**config.mk**
```make
export PLATFORM = sky130hd
export DESIGN_NAME = mdc_delay_commutator
export DESIGN_NICKNAME = d
export VERILOG_FILES = /design/src/rtl/mdc_delay_commutator.sv
export SDC_FILE = /design/constraint.sdc
export NUM_CORES = 1
export LEC_CHECK = 0
export BUFFER_PORTS_ARGS = -buffer_cell sky130_fd_sc_hd__buf_2
export CAP_MARGIN = 20
export CELL_PAD_IN_SITES_DETAIL_PLACEMENT = 0
export CELL_PAD_IN_SITES_GLOBAL_PLACEMENT = 1
export CORE_ASPECT_RATIO = 0.6
export CORE_MARGIN = 8
export CORE_UTILIZATION = 53
export CTS_BUF_LIST = sky130_fd_sc_hd__clkbuf_16
export CTS_CLUSTER_SIZE = 12
export DETAILED_ROUTE_END_ITERATION = 16
export PLACE_DENSITY_LB_ADDON = 0.1
export SYNTH_ARGS = -nofsm -noshare
export SYNTH_HDL_FRONTEND = slang
export SYNTH_SLANG_ARGS = --single-unit
```
**constraint.sdc**
```tcl
create_clock -name clk -period 24.7 [get_ports clk]
set_input_delay 2.47 -clock clk [delete_from_list [all_inputs] [get_ports clk]]
set_output_delay 2.47 -clock clk [all_outputs]
set_load 0.01 [all_outputs]
```
**src/rtl/mdc_delay_commutator.sv**
```systemverilog
// Delay-switch-delay commutator for one stage of an MDC FFT pipeline.
// Optional start-of-block output out_sop is enabled by defining MDC_COMM_SOP_EN.
module mdc_delay_commutator #(
    parameter int unsigned WIDTH = 9,
    parameter int unsigned DELAY = 8
) (
    input  logic                    clk,
    input  logic                    rst,
    input  logic                    sync_clr,
    input  logic                    bypass,
    input  logic                    in_valid,
    input  logic signed [WIDTH-1:0] in_up_re,
    input  logic signed [WIDTH-1:0] in_up_im,
    input  logic signed [WIDTH-1:0] in_low_re,
    input  logic signed [WIDTH-1:0] in_low_im,
    output logic                    out_valid,
    output logic signed [WIDTH-1:0] out_up_re,
    output logic signed [WIDTH-1:0] out_up_im,
    output logic signed [WIDTH-1:0] out_low_re,
    output logic signed [WIDTH-1:0] out_low_im
`ifdef MDC_COMM_SOP_EN
    ,
    output logic                    out_sop
`endif
);

    localparam int unsigned CNT_W = $clog2(DELAY) + 1;
    localparam int unsigned DW    = 2 * WIDTH;

    if (DELAY < 1 || DELAY > 16 || (DELAY & (DELAY - 1)) != 0) begin : g_bad_delay
        $error("mdc_delay_commutator: DELAY must be a power of two in 1..16");
    end

    logic [CNT_W-1:0] cnt_q,   cnt_d;
    logic [CNT_W-1:0] prime_q, prime_d;
    logic [DW-1:0]    low_dl_q [DELAY];
    logic [DW-1:0]    low_dl_d [DELAY];
    logic [DW-1:0]    up_dl_q  [DELAY];
    logic [DW-1:0]    up_dl_d  [DELAY];
    logic [DW-1:0]    up_out_q,  up_out_d;
    logic [DW-1:0]    low_out_q, low_out_d;
    logic             valid_q,   valid_d;
`ifdef MDC_COMM_SOP_EN
    logic             sop_q,     sop_d;
`endif

    logic [DW-1:0] in_up_c, in_low_c;
    logic [DW-1:0] ld_c, p_c, q_c;
    logic          sel_c, primed_c;

    // Switch stage: sel picks whether the delayed lower sample goes up or down.
    always_comb begin
        in_up_c  = {in_up_re, in_up_im};
        in_low_c = {in_low_re, in_low_im};
        ld_c     = low_dl_q[DELAY-1];
        sel_c    = cnt_q[CNT_W-1];
        p_c      = sel_c ? ld_c : in_up_c;
        q_c      = sel_c ? in_up_c : ld_c;
        primed_c = (prime_q == CNT_W'(DELAY));
    end

    // Next-state: sync_clr beats bypass beats a normal accepted sample.
    always_comb begin
        cnt_d     = cnt_q;
        prime_d   = prime_q;
        low_dl_d  = low_dl_q;
        up_dl_d   = up_dl_q;
        up_out_d  = up_out_q;
        low_out_d = low_out_q;
        valid_d   = 1'b0;
`ifdef MDC_COMM_SOP_EN
        sop_d     = 1'b0;
`endif
        if (sync_clr) begin
            cnt_d   = '0;
            prime_d = '0;
        end else if (bypass) begin
            cnt_d   = '0;
            prime_d = '0;
            if (in_valid) begin
                up_out_d  = in_up_c;
                low_out_d = in_low_c;
                valid_d   = 1'b1;
`ifdef MDC_COMM_SOP_EN
                sop_d     = 1'b1;
`endif
            end
        end else if (in_valid) begin
            cnt_d = cnt_q + CNT_W'(1);
            if (!primed_c) begin
                prime_d = prime_q + CNT_W'(1);
            end
            low_dl_d[0] = in_low_c;
            up_dl_d[0]  = p_c;
            for (int unsigned i = 1; i < DELAY; i++) begin
                low_dl_d[i] = low_dl_q[i-1];
                up_dl_d[i]  = up_dl_q[i-1];
            end
            // Until DELAY samples are in, the lines still hold pre-restart data.
            if (primed_c) begin
                up_out_d  = up_dl_q[DELAY-1];
                low_out_d = q_c;
                valid_d   = 1'b1;
`ifdef MDC_COMM_SOP_EN
                sop_d     = (cnt_q == CNT_W'(DELAY));
`endif
            end
        end
    end

    always_ff @(posedge clk or posedge rst) begin
        if (rst) begin
            cnt_q     <= '0;
            prime_q   <= '0;
            low_dl_q  <= '{default: '0};
            up_dl_q   <= '{default: '0};
            up_out_q  <= '0;
            low_out_q <= '0;
            valid_q   <= 1'b0;
`ifdef MDC_COMM_SOP_EN
            sop_q     <= 1'b0;
`endif
        end else begin
            cnt_q     <= cnt_d;
            prime_q   <= prime_d;
            low_dl_q  <= low_dl_d;
            up_dl_q   <= up_dl_d;
            up_out_q  <= up_out_d;
            low_out_q <= low_out_d;
            valid_q   <= valid_d;
`ifdef MDC_COMM_SOP_EN
            sop_q     <= sop_d;
`endif
        end
    end

    assign out_valid  = valid_q;
    assign out_up_re  = up_out_q[DW-1:WIDTH];
    assign out_up_im  = up_out_q[WIDTH-1:0];
    assign out_low_re = low_out_q[DW-1:WIDTH];
    assign out_low_im = low_out_q[WIDTH-1:0];
`ifdef MDC_COMM_SOP_EN
    assign out_sop    = sop_q;
`endif

endmodule

```
==> flow_metrics.tcl, run 1 <==
set metrics [dict create \
    path_delay_family "buffers and inverters" \
    switchingPower_w 0.0004129 \
    post_cts_resized 0 \
    status "complete, no violations" \
    max_slew_margin 0.2640 \
    rows 46 \
    cts_hold_buffers 0 \
    routedWlPerCell_um 19.64 \
    arrival_ps 7150 \
    first_global_vias 8052 \
    gp_congestion 0.7524 \
    syn_area_sq_um 14180 \
    syn-instance-count 902 \
    critPathKind "primary input to flip-flop" \
    crit_buf_inv 4 \
    htree_num_levels 2 \
    combPwrFrac 0.206 \
    yosysMostFrequentCell "dfrtp_1" \
    fp.dieArea_sq_um 32410 \
    path_common_cell "buf_4" \
    cts_buffers 34 \
    worstPathRequired_ps 25090 \
    final_layout_size_suffix_gt1_frac 0.4106 \
    nets 1012 \
    p_sw_frac 0.2474 \
    end_kind "flip-flop" \
    synthTopCellsByCount "dfrtp_1, mux2_4, mux2_2" \
    yosysUniqueCellTypes 30 \
    hold_viol 0 \
    place_area_sq_um 14670 \
    path_clk_slew_ps 60 \
    maxCapViolations 0 \
    crit_path_top_delay_cell "buf_4" \
    dp_cells 1290 \
    antennaDiodeCount 0 \
    synth_area_leader_cell "dfrtp_1" \
    period_share 0.2738 \
    drtAntennaViolNets 0 \
    final_area_sq_um 15680 \
    critPathMaxStageDelay_ps 980 \
    fp.dieH_um 142.7 \
    core_area_sq_um 26360 \
    grt_pass1_wl_um 43480 \
    cts_root_buf "clkbuf_16" \
    vias 7374 \
    maxSlewViolCount 0 \
    clockBufferDepth 3 \
    drt_iter0_markers 423 \
    synthArstFlopShare 1.000 \
    ys_warn_count 0 \
    drt-total-wl_um 26300 \
    worstPathCellList "buf_2 -> or3b_4 -> buf_4 -> buf_4 -> buf_4 -> nor3_1 -> a221o_1" \
    seqPwrFrac 0.517 \
    clkPwrFrac 0.277 \
    synth_edf_count 0 \
    drc 0 \
    dp_hpwl_um 16320 \
    peakVddDrop_mv 0.04934 \
    ys_seq_area_frac 0.5878 \
    area_growth_pct 10.58 \
    via_per_inst 5.507 \
    synth-main-ff-cell "dfrtp_1" \
    cellLeakagePower_nw 7.773 \
    ys_seq_elements 333 \
    syn_avg_cell_area_sq_um 15.72 \
    start_kind "primary input" \
    post_cts_buffers 0 \
    cts.sink_count 333 \
    worstMarginPinSlew_ps 1104 \
    internal_power_w 0.001256 \
    period_needed_ps 6762 \
    drtPass1Iterations 4 \
    port_buffers 77 \
    start_util 0.5378 \
    hp-class "flip-flop to flip-flop" \
    synth_fp_nets 946 \
    clock.fmax_mhz 147.9 \
    tns_ps 0 \
    cp_max_fo 79 \
    clk_latency_ps 510 \
    antenna_found_initial 0 \
    powerDensity_nw_per_um2 106.5 \
    clock_skew_ps 10.80 \
    setup_viol 0 \
    grt.total_usage 0.1670 \
    grt_setup_unrepaired "false" \
    stdcell_count 1339 \
    grt_max_degree 123 \
    cts_tree "yes" \
    synth_area_leaders "dfrtp_1, mux2_4, mux2_2" \
    synth.top_cell.area_share 0.5878 \
    grt.overflow.total 0 \
    die_w_um 227.1 \
    pin_count 78 \
]
-- through the flow --
stage / utilization / setup slack [ps] / hold WS [ps] / total power, W
2_1_floorplan: - / 13010 / 446.0 / 0.001130
3_3_place_gp: 0.5561 / 17570 / 463.2 / 0.001194
3_5_place_dp: 0.5567 / 17370 / 470.3 / 0.001217
4_1_cts: 0.5932 / 17920 / 483.4 / 0.001690
5_1_grt: 0.5947 / 17620 / 507.9 / 0.001761
6_report: 0.5947 / 17940 / 480.0 / 0.001669
-- layout make-up --
| cell class | count | area (sq um) |
|---|---|---|
| repair buffers | 92 | 529.3 |
| well taps | 360 | 450.4 |
| fillers | 2045 | 10680 |
| clock inverters | 10 | 37.54 |
| clock buffers | 37 | 925.9 |
| multi-input cells | 502 | 5373 |
| inverters | 5 | 26.28 |
| flip-flops and latches | 333 | 8334 |
-- power groups by stage --
stage / Combinational (W) / Sequential, W / Clock (W)
floorplan: 0.000296 / 0.000834 / 0
global route: 0.000374 / 0.000888 / 0.000499
CTS: 0.000350 / 0.000864 / 0.000475
global placement: 0.000334 / 0.000860 / 0
finish: 0.000344 / 0.000863 / 0.000461
detailed placement: 0.000347 / 0.000871 / 0
-- sequential cells by signal (all words and copies together) (netlist names) --
| name | cells |
|---|---|
| up_dl_q | 144 |
| low_dl_q | 126 |
| ld_c | 18 |
| low_out_q | 18 |
| up_out_q | 18 |
| cnt_q | 4 |
| prime_q | 4 |
| out_valid | 1 |
-- logic make-up (layout without fill, tap and decap cells) --
| group | count (synthesis) | in the layout | share of synthesized area |
|---|---|---|---|
| DFF | 333 | 333 | 0.5878 |
| and+or+nand+nor | 128 | 128 | 0.04757 |
| AOI/OAI and AO/OA | 60 | 60 | 0.03257 |
| xor gates and xnor gates | 4 | 4 | 0.002472 |
| muxes | 307 | 307 | 0.2936 |
| adders and majority gates | 3 | 3 | 0.002648 |
| buffers and inverters | 67 | 144 | 0.03336 |
-- tightest hold or removal path, delay by kind of cell (launching register included) --
family | cells | cell delay (ps)
simple gates | 1 | 50
flops | 1 | 340
compound gates | 1 | 60
-- placed cells by master, fill, tap and decap left out, types with 2 or more instances in the layout --
cell type and n:
dfrtp_1 332, mux2_4 200, buf_2 77, mux2_2 68, nand2_1 39, mux2i_1 37, clkbuf_16 37, o21ai_0 20
nand3_1 20, nand3b_1 19, nor2b_1 19, nor3_1 18, a221o_1 18, a32oi_1 18, buf_4 12, inv_1 9
nor2_1 5, clkinv_1 5, a21oi_1 3, xor2_1 3, ha_1 3, mux2_1 2, and3b_1 2, nand4_1 2
-- worst paths after layout --
kind	from	to	slack (ps)	cells past startpoint
max	bypass	low_out_q[3]$_DFFE_PP0P_	17940	7
min	up_dl_q[140]$_DFFE_PP0P_	up_dl_q[140]$_DFFE_PP0P_	480	2
max reg2reg	prime_q[0]$_DFFE_PP0P_	low_out_q[10]$_DFFE_PP0P_	22590	7
min reg2reg	up_dl_q[140]$_DFFE_PP0P_	up_dl_q[140]$_DFFE_PP0P_	480	2
max in group asynchronous	rst	low_dl_q[116]$_DFFE_PP0P_	20210	4
min in group asynchronous	rst	up_out_q[16]$_DFFE_PP0P_	2080	2
-- routing by layer --
metal  up-vias  global-route usage  wire length, um
met5         -                   0                0
li1       3336                   -                -
met1      3836              0.2340            12440
met4         0             0.04879              538
met2       151              0.2596            12010
met3        51             0.03687             1307
Power figures use the tool's default switching activity.
==> inputs of run 2 (changes only) <==
--- a/config.mk
+++ b/config.mk
@@ -5,13 +5,14 @@
 export SDC_FILE = /design/constraint.sdc
 export NUM_CORES = 1
 export LEC_CHECK = 0
+export ABC_AREA = 1
 export BUFFER_PORTS_ARGS = -buffer_cell sky130_fd_sc_hd__buf_2
 export CAP_MARGIN = 20
 export CELL_PAD_IN_SITES_DETAIL_PLACEMENT = 0
 export CELL_PAD_IN_SITES_GLOBAL_PLACEMENT = 1
 export CORE_ASPECT_RATIO = 0.6
 export CORE_MARGIN = 8
-export CORE_UTILIZATION = 53
+export CORE_UTILIZATION = 46
 export CTS_BUF_LIST = sky130_fd_sc_hd__clkbuf_16
 export CTS_CLUSTER_SIZE = 12
 export DETAILED_ROUTE_END_ITERATION = 16
==> constraint.sdc (replaced) <==
create_clock -name clk -period 6.56 [get_ports clk]
set_input_delay 0.656 -clock clk [delete_from_list [all_inputs] [get_ports clk]]
set_output_delay 0.656 -clock clk [all_outputs]
set_load 0.01 [all_outputs]
==> run 2 against run 1 <==
Compared with the run above: sequential power grew to 3.1 times the previous value; clock power grew to 3.8 times the previous value; first-iteration DRC count grew 110%; critical path type unchanged; largest cell class unchanged.
==> flow_metrics.tcl, run 2 <==
set metrics [dict create \
    fp.dieH_um 148.8 \
    cts_root_buf "clkbuf_16" \
    antenna_found_initial 1 \
    drc 0 \
    tns_ps 0 \
    clock_skew_ps 14.50 \
    worstPathRequired_ps 6910 \
    drt_iter0_markers 894 \
    start_util 0.4690 \
    hold_viol 0 \
    area_growth_pct 10.57 \
    grt.overflow.total 0 \
    hold_ws_ps 218.7 \
    clock.fmax_mhz 335.9 \
    syn_avg_cell_area_sq_um 8.503 \
    max_slew_margin 0.2965 \
    cp_max_fo 108 \
    stdcell_count 2016 \
    grt_setup_unrepaired "false" \
    path_delay_family "buffers and inverters" \
    dp_hpwl_um 18200 \
    regMostFlops "up_dl_q" \
    critPathMaxStageDelay_ps 820 \
    path_common_cell "buf_4" \
    grt_use_met3 0.03745 \
    layout_commonest_cell "nand2_1" \
    grt_util_met1 0.2855 \
    cts.sink_count 333 \
    crit_path_top_delay_cell "buf_4" \
    maxCapViolations 0 \
    yosysUniqueCellTypes 23 \
    largestRegisters "up_dl_q (144), low_dl_q (126)" \
    critPathKind "primary input to flip-flop" \
    worstMarginPinSlew_ps 1055 \
    path_depth 7 \
    synth_area_leader_cell "dfrtp_1" \
    synthTopCellsByCount "nand2_1, dfrtp_1, o21ai_0" \
    clk_latency_ps 510 \
    arrival_ps 3330 \
    worstPathCellList "buf_2 -> nor2_4 -> inv_2 -> nor2_8 -> buf_4 -> buf_4 -> o21ai_0" \
    fp.dieArea_sq_um 35310 \
    dp_cells 1970 \
    layout_common_cells "nand2_1, dfrtp_1, o21ai_0, inv_1, buf_2" \
    n_fill_cell 2857 \
    routedWlPerCell_um 14.79 \
    synth_edf_count 0 \
    via_per_inst 4.747 \
    powerDensity_nw_per_um2 339.1 \
    crit_buf_inv 4 \
    period_share 0.4538 \
    grt_pass1_wl_um 49960 \
    grt_busiest_layer "met1" \
    endpoint "up_dl_q[81]$_DFFE_PP0P_" \
    syn_area_sq_um 13520 \
    vias 9570 \
    largest_reg_flops 144 \
    clockBufferDepth 3 \
    maxSlewViolCount 0 \
    port_buffers 77 \
    grt.total_usage 0.1737 \
    htree_num_levels 2 \
    hp-class "primary input to async pin" \
    synth_fp_nets 1634 \
    die_w_um 237.3 \
    status "complete, no violations" \
    cts_buffers 34 \
    synth.top_cell.area_share 0.6163 \
    post_cts_resized 0 \
    cts_hold_buffers 0 \
    cp-startpoint "bypass" \
    gp_congestion 0.7653 \
    ys_seq_elements 333 \
    start_kind "primary input" \
    cts_tree "yes" \
    drtPass1Iterations 5 \
    drtAntennaViolNets 0 \
    r2r_cells 7 \
    grt_max_degree 195 \
    peakVddDrop_mv 0.1467 \
    grt.met2_usage 0.2264 \
    rows 48 \
    synth-main-ff-cell "dfrtp_1" \
    setup_viol 0 \
    synth_area_leaders "dfrtp_1, nand2_1, o21ai_0" \
    first_global_vias 9167 \
    ys_seq_area_frac 0.6163 \
    rrSetupSlack_ps 4300 \
    reg2reg_from "prime_q[0]$_DFFE_PP0P_" \
    end_kind "flip-flop" \
    ys_warn_count 0 \
    period_needed_ps 2977 \
    yosysMostFrequentCell "nand2_1" \
    path_clk_slew_ps 60 \
    cellLeakagePower_nw 8.174 \
    pin_count 78 \
    post_cts_buffers 0 \
    core_area_sq_um 28830 \
    drt-total-wl_um 29820 \
    final_layout_size_suffix_gt1_frac 0.08354 \
    synthArstFlopShare 1.000 \
    syn-instance-count 1590 \
    nets 1675 \
    r2r-end "low_out_q[17]$_DFFE_PP0P_" \
]
## run 2: cell types whose count changed after synthesis, moves of 20 or more
cell,previous run,this run
mux2i_1,37,0
buf_2,12,35
mux2_4,200,0
buf_4,1,22
mux2_2,68,0
nand2_1,39,896
nand3_1,20,41
o21ai_0,20,125
buf_6,27,7
inv_1,5,79
## run 2: through the flow
stage,setup slack [ps],instance area [sq um],util,power (W)
after detailed placement,3003,13990,0.4852,0.003364
after CTS,3557,14950,0.5185,0.005147
after global placement,3070,13990,0.4852,0.003337
after floorplan,1455,13520,-,0.003160
after global routing,3285,14950,0.5185,0.005392
final,3583,14950,0.5186,0.005070
## run 2: per-layer routing
layer | part of all wire | vias up
met5 | 0 | -
met4 | 0.013 | 0
met3 | 0.047 | 32
met2 | 0.37 | 137
met1 | 0.57 | 4483
li1 | - | 4918
## run 2: cell families (layout without fill, tap and decap cells)
logic type      Yosys count  after routing  share of synthesized area
compound gates          131            131                    0.04932
other cells               0              1                          0
fa+ha+maj                 3              3                   0.002777
simple gates            955            955                     0.2717
flops                   333            333                     0.6163
buf+inv                 168            218                    0.05987
## run 2: worst min path at each step
stage | startpoint | slack, ps | end | cells after the start
6_report | rst | 220 | low_dl_q[142]$_DFFE_PP0P_ | 2
5_1_grt | rst | 250 | low_dl_q[142]$_DFFE_PP0P_ | 2
4_1_cts | rst | 220 | low_dl_q[142]$_DFFE_PP0P_ | 2
2_1_floorplan | low_dl_q[100]$_DFFE_PP0P_ | 440 | low_dl_q[100]$_DFFE_PP0P_ | 2
3_3_place_gp | up_out_q[2]$_DFFE_PP0P_ | 450 | up_out_q[2]$_DFFE_PP0P_ | 2
3_5_place_dp | up_out_q[2]$_DFFE_PP0P_ | 450 | up_out_q[2]$_DFFE_PP0P_ | 2
## run 2: report_power, final
group          switching [W]  total [W]  internal, W
Sequential          0.000210    0.00269      0.00248
Combinational       0.000394   0.000624     0.000230
Clock               0.000757    0.00175     0.000997
Total                0.00136    0.00507      0.00371
## run 2: worst register-to-register path, delay by kind of cell (launching register included)
kind                       cells  cell delay [ps]
adders and majority gates      1              150
DFF                            1              410
and+or+nand+nor                5             1480
buffers and inverters          1              110
## run 2: area by class of cell
type,count,area [sq um],share of cell area
Antenna cell,1,2.502,0.0001674
Multi-Input combinational cell,1089,4378,0.2929
Clock buffer,37,925.9,0.06194
Sequential cell,333,8333,0.5574
Clock inverter,8,35.03,0.002343
Tap cell,375,469.2,0.03139
Timing Repair Buffer,90,483.0,0.03231
Inverter,83,322.8,0.02159
==> inputs of run 3 (changes only) <==
--- a/config.mk
+++ b/config.mk
@@ -12,7 +12,7 @@
 export CELL_PAD_IN_SITES_GLOBAL_PLACEMENT = 1
 export CORE_ASPECT_RATIO = 0.6
 export CORE_MARGIN = 8
-export CORE_UTILIZATION = 46
+export CORE_UTILIZATION = 42
 export CTS_BUF_LIST = sky130_fd_sc_hd__clkbuf_16
 export CTS_CLUSTER_SIZE = 12
 export DETAILED_ROUTE_END_ITERATION = 16
==> constraint.sdc (replaced) <==
create_clock -name clk -period 2.65 [get_ports clk]
set_input_delay 0.265 -clock clk [delete_from_list [all_inputs] [get_ports clk]]
set_output_delay 0.265 -clock clk [all_outputs]
set_load 0.01 [all_outputs]
==> run 3 against run 2 <==
Compared with the run above: clock skew grew 5.6 ps; wire length up 3.4%; die area increased by 8.7%; non-clock buffer count is 29 higher; worst hold slack got worse by 190 ps; first-iteration DRC count is 8.4% lower; clock-buffer cell count did not move; cell count up 4.2%; final area is 3.2% higher; via count grew 1.4%; sequential cell count stayed put; core utilization decreased by 3.7 points; critical endpoint is now low_out_q[17]$_DFFE_PP0P_.
==> flow_metrics.tcl, run 3 (synthesized netlist as in run 2, its figures left out) <==
set metrics [dict create \
    worstPathCellList "inv_1 -> ha_1 -> nand3_1 -> nand2_4 -> nand2_2 -> nand2_1 -> nand2_1" \
    clock.fmax_mhz 450.2 \
    hp-class "primary input to flip-flop" \
    cp-startpoint "prime_q[0]$_DFFE_PP0P_" \
    dp_hpwl_um 19530 \
    hold_ws_ps 30.67 \
    reg2reg_from "prime_q[0]$_DFFE_PP0P_" \
    drc 0 \
    antenna_found_initial 0 \
    r2r_cells 7 \
    rrSetupSlack_ps 430 \
    via_per_inst 4.620 \
    maxSlewViolCount 0 \
    routedWlPerCell_um 14.68 \
    cts_buffers 35 \
    vias 9707 \
    pin_count 78 \
    maxCapViolations 0 \
    cts_root_buf "clkbuf_16" \
    crit_path_top_delay_cell "nand2_2" \
    grt.total_usage 0.1655 \
    area_growth_pct 14.06 \
    clock_skew_ps 20.13 \
    end_kind "flip-flop" \
    rows 51 \
    r2r-end "low_out_q[17]$_DFFE_PP0P_" \
    clockBufferDepth 3 \
    max_slew_margin 0.4155 \
    cts_tree "yes" \
    worstPathRequired_ps 3040 \
    setup_viol 0 \
    peakVddDrop_mv 0.6380 \
    worstHoldStart "in_low_re[7]" \
    fp.dieH_um 155.0 \
    drtAntennaViolNets 0 \
    grt_max_degree 106 \
    die_w_um 247.6 \
    worstMarginPinSlew_ps 873.7 \
    arrival_ps 2610 \
    hold_viol 0 \
    final_layout_size_suffix_gt1_frac 0.09010 \
    powerDensity_nw_per_um2 828.7 \
    path_clk_slew_ps 60 \
    start_kind "flip-flop" \
    largest_reg_flops 144 \
    path_common_cell "nand2_1" \
    port_buffers 77 \
    cp_max_fo 36 \
    clk_latency_ps 520 \
    largestRegisters "up_dl_q (144), low_dl_q (126)" \
    status "complete, no violations" \
    grt_setup_unrepaired "false" \
    stdcell_count 2101 \
    critPathMaxStageDelay_ps 540 \
    fp.dieArea_sq_um 38380 \
    drt_iter0_markers 819 \
    gp_congestion 0.7339 \
    cts.sink_count 333 \
    layout_commonest_cell "nand2_1" \
    period_needed_ps 2221 \
    endpoint "low_out_q[17]$_DFFE_PP0P_" \
    drt-total-wl_um 30840 \
    final_area_sq_um 15420 \
    period_share 0.8383 \
    nets 1705 \
    drtPass1Iterations 5 \
    first_global_vias 9440 \
    post_cts_resized 0 \
    htree_num_levels 2 \
    grt.overflow.total 0 \
    critPathKind "flip-flop to flip-flop" \
    layout_common_cells "nand2_1, dfrtp_1, o21ai_0, inv_1, buf_2" \
    post_cts_buffers 0 \
    cts_hold_buffers 17 \
    start_util 0.4221 \
    grt_pass1_wl_um 51260 \
    regMostFlops "up_dl_q" \
    place_area_sq_um 14240 \
    cellLeakagePower_nw 8.366 \
    dp_cells 2031 \
    core_area_sq_um 32030 \
]
==> run 3: cell count changes in the layout (fill, tap and decap cells not counted) <==
cell / previous run / this run
dlygate4sd3_1: 0 / 17
clkinv_2: 0 / 2
inv_6: 1 / 0
buf_12: 0 / 8
clkinv_1: 2 / 6
bufinv_16: 0 / 1
inv_1: 84 / 85
buf_4: 13 / 17
==> run 3: worst min path at each step <==
stage	endpoint	slack, ps	cells past startpoint
floorplan	low_dl_q[126]$_DFFE_PP0P_	380	2
global placement	up_dl_q[4]$_DFFE_PP0P_	370	2
detailed placement	up_dl_q[4]$_DFFE_PP0P_	360	2
CTS	low_dl_q[142]$_DFFE_PP0P_	10	3
global route	low_dl_q[142]$_DFFE_PP0P_	20	3
finish	low_dl_q[142]$_DFFE_PP0P_	30	3
==> run 3: report_power, final <==
group	total, W	internal (W)	switching [W]
Sequential	0.00668	0.00615	0.000529
Clock	0.00449	0.00258	0.00191
Combinational	0.00161	0.000610	0.00100
==> run 3: area by class of cell <==
| class | count | area, sq um |
|---|---|---|
| Sequential cell | 333 | 8333 |
| Fill cell | 3159 | 16610 |
| Tap cell | 424 | 530.5 |
| Timing Repair Buffer | 119 | 843.3 |
| Multi-Input combinational cell | 1089 | 4378 |
| Clock buffer | 37 | 925.9 |
| Inverter | 83 | 322.8 |
| Antenna cell | 1 | 2.502 |
| Clock inverter | 15 | 85.08 |
==> run 3: per-stage QoR <==
stage | total power (W) | TNS, ps | setup WS, ps | util
detailed placement | 0.008389 | 0 | 442.1 | 0.4445
finish | 0.01278 | 0 | 428.6 | 0.4814
global placement | 0.008323 | 0 | 513.3 | 0.4445
floorplan | 0.007822 | -687190 | -2064 | -
CTS | 0.01299 | 0 | 428.3 | 0.4813
global route | 0.01358 | 0 | 192.4 | 0.4813
==> run 3: routing by layer <==
| metal | vias up | part of all wire | GRT usage |
|---|---|---|---|
| li1 | 4996 | - | - |
| met5 | - | 0 | 0 |
| met3 | 41 | 0.049 | 0.03596 |
| met2 | 161 | 0.39 | 0.2218 |
| met4 | 0 | 0.016 | 0.03935 |
| met1 | 4509 | 0.55 | 0.2645 |
==> run 3: critical path: cells and delay by family (launching register included) <==
kind / cells / cell delay [ps]
buffers and inverters: 1 / 110
adder cells (fa/ha/maj): 1 / 150
flip-flops: 1 / 410
AND/OR/NAND/NOR: 5 / 1400
